### config.mk
export PLATFORM = sky130hd
export DESIGN_NAME = sram_pair_fetch
export DESIGN_NICKNAME = d
export VERILOG_FILES = /design/src/rtl/sram_fetch_pkg.sv /design/src/rtl/pair_fifo2.sv /design/src/rtl/sram_pair_fetch.sv
export SDC_FILE = /design/constraint.sdc
export NUM_CORES = 1
export LEC_CHECK = 0
export ABC_AREA = 0
export BUFFER_PORTS_ARGS = -buffer_cell sky130_fd_sc_hd__buf_2
export CAP_MARGIN = 20
export CELL_PAD_IN_SITES_DETAIL_PLACEMENT = 1
export CELL_PAD_IN_SITES_GLOBAL_PLACEMENT = 2
export CORE_ASPECT_RATIO = 1.4
export CORE_MARGIN = 8
export CORE_UTILIZATION = 34
export CTS_CLUSTER_SIZE = 28
export DETAILED_ROUTE_END_ITERATION = 12
export PLACE_DENSITY_LB_ADDON = 0.1
export SETUP_SLACK_MARGIN = 0.1
export SLEW_MARGIN = 10
export SYNTH_ARGS = -nofsm -noshare
export SYNTH_HDL_FRONTEND = slang
export SYNTH_HIERARCHICAL = 1
export SYNTH_SLANG_ARGS = --single-unit
### constraint.sdc
create_clock -name CLK -period 6.6 [get_ports CLK]
set_clock_uncertainty 0.05 [all_clocks]
set_input_delay 0.66 -clock CLK [delete_from_list [all_inputs] [get_ports CLK]]
set_output_delay 0.66 -clock CLK [all_outputs]
set_load 0.02 [all_outputs]
### src/rtl/sram_fetch_pkg.sv
// rtl/sram_fetch_pkg.sv - shared widths and state encoding for the SRAM pair fetch engine
package sram_fetch_pkg;

  localparam int DEF_ADDR_W = 18;
  localparam int DEF_DATA_W = 32;
  localparam int DEF_LEN_W  = 19;

  typedef enum logic [1:0] {
    IDLE,
    ISSUE,
    DRAIN
  } state_e;

endpackage

### src/rtl/pair_fifo2.sv
// rtl/pair_fifo2.sv - two-entry FIFO with a registered head entry
module pair_fifo2 #(
  parameter int W = 65
) (
  input  logic         clk,
  input  logic         rst,
  input  logic         push,
  input  logic [W-1:0] din,
  input  logic         pop,
  output logic [1:0]   occ,
  output logic [W-1:0] head
);

  logic [W-1:0] head_q, head_d;
  logic [W-1:0] tail_q, tail_d;
  logic [1:0]   occ_q, occ_d;

  // Head always holds the oldest entry; the tail slot is only used when two entries are resident.
  always_comb begin
    head_d = head_q;
    tail_d = tail_q;
    occ_d  = occ_q + {1'b0, push} - {1'b0, pop};
    if (pop && (occ_q == 2'd2)) begin
      head_d = tail_q;
    end else if (push && ((occ_q == 2'd0) || ((occ_q == 2'd1) && pop))) begin
      head_d = din;
    end
    if (push && (((occ_q == 2'd1) && !pop) || ((occ_q == 2'd2) && pop))) begin
      tail_d = din;
    end
  end

  // Storage registers; reset empties the FIFO and zeroes the visible head.
  always_ff @(posedge clk) begin
    if (rst) begin
      head_q <= '0;
      tail_q <= '0;
      occ_q  <= 2'd0;
    end else begin
      head_q <= head_d;
      tail_q <= tail_d;
      occ_q  <= occ_d;
    end
  end

  assign occ  = occ_q;
  assign head = head_q;

endmodule

### src/rtl/sram_pair_fetch.sv
// rtl/sram_pair_fetch.sv - strided dual-port SRAM pair fetcher with credit-based read issue
module sram_pair_fetch
  import sram_fetch_pkg::*;
#(
  parameter int ADDR_W = DEF_ADDR_W,
  parameter int DATA_W = DEF_DATA_W,
  parameter int LEN_W  = DEF_LEN_W
) (
  input  logic              CLK,
  input  logic              RST,
  input  logic              start,
  input  logic [ADDR_W-1:0] base_a,
  input  logic [ADDR_W-1:0] base_b,
  input  logic [ADDR_W-1:0] stride_a,
  input  logic [ADDR_W-1:0] stride_b,
  input  logic [LEN_W-1:0]  len,
  output logic              busy,
  output logic              done,
  output logic              CENA,
  output logic              CENB,
  output logic              WENA,
  output logic              WENB,
  output logic [ADDR_W-1:0] AA,
  output logic [ADDR_W-1:0] AB,
  output logic [DATA_W-1:0] DA,
  output logic [DATA_W-1:0] DB,
  input  logic [DATA_W-1:0] QA,
  input  logic [DATA_W-1:0] QB,
  output logic              out_valid,
  input  logic              out_ready,
  output logic [DATA_W-1:0] out_a,
  output logic [DATA_W-1:0] out_b,
  output logic              out_last
);

  state_e            state_q, state_d;
  logic [ADDR_W-1:0] addr_a_q, addr_a_d;
  logic [ADDR_W-1:0] addr_b_q, addr_b_d;
  logic [ADDR_W-1:0] stride_a_q, stride_a_d;
  logic [ADDR_W-1:0] stride_b_q, stride_b_d;
  logic [LEN_W-1:0]  len_q, len_d;
  logic [LEN_W-1:0]  cnt_q, cnt_d;
  logic              inflight_q, inflight_d;
  logic              infl_last_q, infl_last_d;
  logic              done_q, done_d;

  logic [1:0]          occ;
  logic [2*DATA_W:0]   head;
  logic                pop;
  logic                issue;
  logic                last_issue;
  logic [LEN_W-1:0]    cnt_next;

  assign out_valid  = (occ != 2'd0);
  assign pop        = out_valid & out_ready;
  assign cnt_next   = cnt_q + LEN_W'(1);
  assign last_issue = (cnt_next == len_q);

  // A read may go out only if buffer plus the read in flight, less this cycle's pop, leaves a free slot.
  assign issue = (state_q == ISSUE) &&
                 (({1'b0, occ} + {2'b0, inflight_q}) < (3'd2 + {2'b0, pop}));

  // Next-state, address stepping and transfer bookkeeping.
  always_comb begin
    state_d     = state_q;
    addr_a_d    = addr_a_q;
    addr_b_d    = addr_b_q;
    stride_a_d  = stride_a_q;
    stride_b_d  = stride_b_q;
    len_d       = len_q;
    cnt_d       = cnt_q;
    inflight_d  = issue;
    infl_last_d = issue && last_issue;
    done_d      = 1'b0;
    case (state_q)
      IDLE: begin
        if (start) begin
          if (len == '0) begin
            done_d = 1'b1;
          end else begin
            state_d    = ISSUE;
            addr_a_d   = base_a;
            addr_b_d   = base_b;
            stride_a_d = stride_a;
            stride_b_d = stride_b;
            len_d      = len;
            cnt_d      = '0;
          end
        end
      end
      ISSUE: begin
        if (issue) begin
          addr_a_d = addr_a_q + stride_a_q;
          addr_b_d = addr_b_q + stride_b_q;
          cnt_d    = cnt_next;
          if (last_issue) begin
            state_d = DRAIN;
          end
        end
      end
      DRAIN: begin
        if (pop && head[0]) begin
          state_d = IDLE;
          done_d  = 1'b1;
        end
      end
      default: state_d = IDLE;
    endcase
  end

  // Control registers; reset also drops any read that is still in flight.
  always_ff @(posedge CLK) begin
    if (RST) begin
      state_q     <= IDLE;
      addr_a_q    <= '0;
      addr_b_q    <= '0;
      stride_a_q  <= '0;
      stride_b_q  <= '0;
      len_q       <= '0;
      cnt_q       <= '0;
      inflight_q  <= 1'b0;
      infl_last_q <= 1'b0;
      done_q      <= 1'b0;
    end else begin
      state_q     <= state_d;
      addr_a_q    <= addr_a_d;
      addr_b_q    <= addr_b_d;
      stride_a_q  <= stride_a_d;
      stride_b_q  <= stride_b_d;
      len_q       <= len_d;
      cnt_q       <= cnt_d;
      inflight_q  <= inflight_d;
      infl_last_q <= infl_last_d;
      done_q      <= done_d;
    end
  end

  pair_fifo2 #(
    .W(2 * DATA_W + 1)
  ) u_fifo (
    .clk (CLK),
    .rst (RST),
    .push(inflight_q),
    .din ({QA, QB, infl_last_q}),
    .pop (pop),
    .occ (occ),
    .head(head)
  );

  assign out_a    = head[2*DATA_W:DATA_W+1];
  assign out_b    = head[DATA_W:1];
  assign out_last = head[0] & out_valid;

  assign busy = (state_q != IDLE);
  assign done = done_q;
  assign CENA = ~issue;
  assign CENB = ~issue;
  assign WENA = 1'b1;
  assign WENB = 1'b1;
  assign AA   = addr_a_q;
  assign AB   = addr_b_q;
  assign DA   = '0;
  assign DB   = '0;

endmodule

**Yosys cells after proc, flatten, opt, wreduce, memory -nomap -nowiden**

Index checks and enable logic that the tools add are counted.

- Order comparisons: 1
- Reductions and logical operators: 21
- Multiplexer cells: 24
- Equality and inequality tests: 10
- $add $sub $neg: 7
- Bitwise logic cells: 4

Operators by type and width:

| cell | count |
|---|---|
| 2-to-1 mux 65 bit | 2 |
| 2-to-1 mux 18 bit | 6 |
| case mux 18 bit (2 select lines) | 2 |
| 2-to-1 mux 19 bit | 3 |
| case mux 19 bit (2 select lines) | 1 |
| adder 18 bit | 2 |
| adder 19 x 1 -> 19 bit (second input constant) | 1 |
| equality test 19 bit | 1 |
| zero test 19 bit | 1 |
| 2-to-1 mux 2 bit | 5 |
| != test 2 bit (second input constant) | 5 |
| logical AND 1 bit | 8 |
| nonzero test 2 bit | 4 |
| case mux 2 bit (3 select lines) | 1 |
| AND reduction 5 bit | 1 |
| equality test 2 x 1 -> 1 bit (second input constant) | 2 |
| equality test 2 bit (second input constant) | 2 |
| zero test 2 bit | 2 |
| AND reduction 4 bit | 1 |
| adder 2 x 1 -> 3 bit | 1 |
| adder 2 x 1 -> 3 bit (first input constant) | 1 |
| less-than comparator 3 bit | 1 |
| 2-to-1 mux 1 bit | 3 |
| AND reduction 3 bit | 1 |
| 7 further kinds | 10 |

- Output and inout port bits: 172
- Register bits: 247
- Word-level logic and storage cells: 80

**Longest topological paths before layout**

- Word-level depth: 7
- Depth in mapped cells: 11
- Mapped depth without buffers: 11

**Hierarchy**

The synthesis kept the hierarchy.

Modules (own cells, without submodules):

| module | area each (µm²) | instances | cells each | seq. area each (µm²) |
|---|---|---|---|---|
| sram_pair_fetch | 7093.1 | 1 | 916 | 2302.2 |
| pair_fifo2 | 6164.7 | 1 | 674 | 2642.5 |

**Worst setup path before layout**

Ideal clock, no wire load.

- Path type: flip-flop to flip-flop
- Start: register addr_a_q[0] (netlist: AA[0])
- End: register addr_a_q[14] (netlist: AA[14])
- Arrival time: 2648 ps
- Clock period less this slack: 2834 ps
- Library setup time: 136 ps
- Buffers on the path: 0
- Stages on the path, launching flop included: 12
- Setup slack: 3766 ps
- Path through: dfxtp_1 > ha_1 > fa_1 > a21o_1 > a21o_1 > a2111oi_1 > o31ai_1 > nand2_1 > nand2b_1 > a211o_1 > nand3_1 > a221oi_1

- Longest elaborated chain between the ends: 3

Ends and longest elaborated chain:

| element | line | text |
|---|---|---|
| start, declared | sram_pair_fetch.sv:37 | `logic [ADDR_W-1:0] addr_a_q, addr_a_d;` |
| start signal, assigned | sram_pair_fetch.sv:126 | `addr_a_q <= addr_a_d;` |
| adder 18 bit | sram_pair_fetch.sv:93 | `addr_a_d = addr_a_q + stride_a_q;` |
| 2-to-1 mux 18 bit | sram_pair_fetch.sv:92 | `if (issue) begin` |
| case mux 18 bit (2 select lines) | sram_pair_fetch.sv:75 | `case (state_q)` |

Every way passes these cells. The select of a mux whose other input is x is not followed.
A chain may end at the register's enable or synchronous reset.

**Worst setup path after layout**

- Start: register stride_a_q[0]
- End: register addr_a_q[16] (netlist: AA[16])

- Longest elaborated chain between the ends: 3

Ends and longest elaborated chain:

| element | line | text |
|---|---|---|
| start, declared | sram_pair_fetch.sv:39 | `logic [ADDR_W-1:0] stride_a_q, stride_a_d;` |
| start signal, assigned | sram_pair_fetch.sv:128 | `stride_a_q <= stride_a_d;` |
| adder 18 bit | sram_pair_fetch.sv:93 |  |
| 2-to-1 mux 18 bit | sram_pair_fetch.sv:92 |  |
| case mux 18 bit (2 select lines) | sram_pair_fetch.sv:75 |  |

Every way passes these cells. The select of a mux whose other input is x is not followed.

==> results_dict.tcl <==
set metrics [dict create \
    outcome "finished, final reports clean" \
    yosys_warnings 6 \
    ys_ff_latch 247 \
    yosysSeqAreaShare_pct 37.3 \
    p_seq_share_pct 37.7 \
    clkPwrFrac_pct 35.0 \
    wirelength_um 45200 \
    cts_tree "built" \
    root_buffer "clkbuf_16" \
    cp-end-kind "register" \
    die_h_um 250 \
    worstPathMaxFanout 3 \
    dpl.cell_count 2269 \
    final_cells 2322 \
    switching_share_pct 34.2 \
    finalHoldViolations 0 \
    critical_path_arrival_ns 3.86 \
    synth_edf_count 0 \
    place.port_buffers 264 \
    netlist_area_um2 13300 \
    cts.path.max_buffers 3 \
    met2_length_um 22700 \
    synth.distinct_cells 66 \
    cts_buffers 28 \
    postSynthAreaPerCell_um2 8.34 \
    crit_type "reg -> reg" \
    clock_latency_ns 0.55 \
    vias 12000 \
    top_layer_used "met4" \
    post_dp_cell_area_um2 14600 \
    cts_resized 0 \
    switchingPower_mw 1.61 \
    setup_viol 0 \
    num_io_pins 331 \
    grt_pass1_vias 12800 \
    leakagePower_nw 6.39 \
    synth_largest_area_cell "dfxtp_1" \
    synth_top_area_share_pct 37.3 \
    fin_nets 1977 \
    post-place-ws_ns 2.63 \
    fin_ws_ns 3.16 \
    post-route-cell-area_um2 15500 \
    initial_utilization_pct 34.4 \
    grt_antenna_before_repair 3 \
    finalCritPeriodShare_pct 52.1 \
    coreArea_um2 38500 \
    place_congestion 0.781 \
    finalCriticalPeriod_ns 3.44 \
    seqCellArea_um2 4940 \
    slew_headroom_pct 36.2 \
    wl_met3_um 2670 \
    rsz0062_at_grt "false" \
    path_clk_slew_ns 0.06 \
    drc 0 \
    p_per_area_nw_per_um2 303 \
    track_usage_pct 18.9 \
    setup_tns_ns 0 \
    postRouteAntennaNets 0 \
    fill_cells 4665 \
    p_int_mw 3.10 \
    final_max_slew_viol_count 0 \
    synthCells 1590 \
    die-area_um2 45700 \
    gr-total-overflow 0 \
    drv_cap 0 \
    max_slew.worst_pin.slew_ns 0.956 \
    hold_buffers 0 \
    grt_first_pass_wirelength_um 70700 \
    dr.pass1.iters 4 \
    grt_max_degree 109 \
    irDropWorstVdd_uv 157 \
    drive_above_1_share_pct 19.1 \
    synth_ff_type "dfxtp_1" \
    startpoint_type "register" \
    drtIter0Drc 541 \
    hpwl_um 30700 \
    fmax_mhz 291 \
    multiInputGateArea_um2 7450 \
    cp.required_ns 7.03 \
    syn_to_final_growth_pct 17.1 \
    rows 85 \
    post_drt_wl_per_cell_um 19.5 \
    route.detailed.vias_per_inst 5.18 \
    min_path_type "in -> reg" \
    wl_met1_um 18900 \
    postCtsSetupBuffers 0 \
    clkSinkCount 247 \
    p_comb_share_pct 27.3 \
    dieWidth_um 183 \
    async_reset_ff_share_pct 0 \
    h-tree-depth 1 \
    synthTopCellsByArea "dfxtp_1, nand2_1, nand2b_1" \
]
[stage by stage]
stage                     hold WS (ns)  utilization, %  power [mW]
final                            0.294            40.3        4.71
after global placement           0.397            37.8        3.08
after detailed placement         0.405            37.8        3.10
after CTS                        0.262            40.3        4.78
after floorplan                  0.390               -        2.70
after global routing             0.279            40.3        4.97
[kinds of logic after synthesis]
group | Yosys count | synth area share (%)
AO/OA/AOI/OAI | 385 | 20.1
XOR/XNOR | 58 | 3.94
adder cells (fa/ha/maj) | 41 | 3.98
buffers and inverters | 203 | 8.65
flip-flops | 247 | 37.3
multiplexers | 69 | 5.21
other | 2 | 0.0566
AND/OR/NAND/NOR | 585 | 20.8
[cells in the mapped netlist (3+ instances only)]
library cell  instances
o21ai_0              32
xor2_1               19
a21oi_1             118
buf_4                69
a221oi_1              3
and2_1                6
and3_1                8
o221ai_1             20
o31ai_1              11
nor2_1               53
dfxtp_1             247
buf_1                 9
o21bai_1              6
ha_1                 39
buf_2                30
clkbuf_1             73
a31oi_1               6
inv_1                16
nor2b_1               3
nand3_1              10
nand2b_1            140
nor4_1                8
nand4_1               7
xnor2_1              38
buf_12                5
a21o_1               16
or3_1                 4
o21a_1                4
or2_2                 4
a211oi_1             72
o211ai_1              3
a311oi_1             70
nor3_1               23
mux2i_1              69
nand2_1             305
[power by group through the flow]
stage	clock network, mW	logic, mW	registers, mW
after floorplan	0	0.786	1.91
after global placement	0	1.28	1.80
after detailed placement	0	1.29	1.81
after CTS	1.70	1.30	1.78
after global routing	1.77	1.41	1.80
final	1.65	1.28	1.78
[placed cells by master, fill, tap and decap left out, drive strengths merged, types with 35 or more instances in the layout]
master	count
nor2	53
a311oi	70
clkbuf	41
buf	279
a21oi	119
dfxtp	247
ha	39
a211oi	72
mux2i	69
xnor2	38
o21ai	35
conb	66
nand2	305
nand2b	140
[worst max-delay path, stage by stage, from the launching register on]
cell	delay, ns
dfxtp_1	0.39
ha_1	0.26
fa_1	0.42
a21o_1	0.17
a21o_1	0.22
a2111oi_1	0.84
o31ai_1	0.24
nand2_1	0.16
a21o_1	0.19
mux2i_1	0.20
o21ai_0	0.09
a21oi_1	0.13
[final timing paths]
check	from	endpoint	slack, ns	cells past startpoint
hold / removal	stride_a[9]	stride_a_q[9]$_SDFFE_PP0P_	0.29	3
setup / recovery	stride_a_q[0]$_SDFFE_PP0P_	AA[16]$_SDFFE_PP0P_	3.16	11
hold reg to reg	stride_b_q[5]$_SDFFE_PP0P_	stride_b_q[5]$_SDFFE_PP0P_	0.41	2
setup reg to reg	stride_a_q[0]$_SDFFE_PP0P_	AA[16]$_SDFFE_PP0P_	3.16	11
[flip-flops by register name, summed over array words and instances, names as in the netlist]
signal	flops
len_q	19
stride_b_q	18
infl_last_q	1
done	1
AB	18
inflight_q	1
cnt_q	19
state_q	2
u_fifo/tail_q	65
u_fifo/occ	2
AA	18
u_fifo/head	65
stride_a_q	18
[per-layer routing]
metal  global-route usage, %  up-vias
met2                    34.5      288
met4                    4.89        0
met3                    4.17       45
met1                    21.9     5855
li1                        -     5845
met5                       0        -
[final cells by class]
type	count	share of cell area, %
antenna	3	0.0483
clock inverter	10	0.822
multi-input combinational	1204	48.0
sequential	247	31.8
inverter	16	0.387
tap	522	4.21
timing repair buffer	280	9.34
clock buffer	40	5.39
Note: power is estimated with default switching activity, not from simulation.
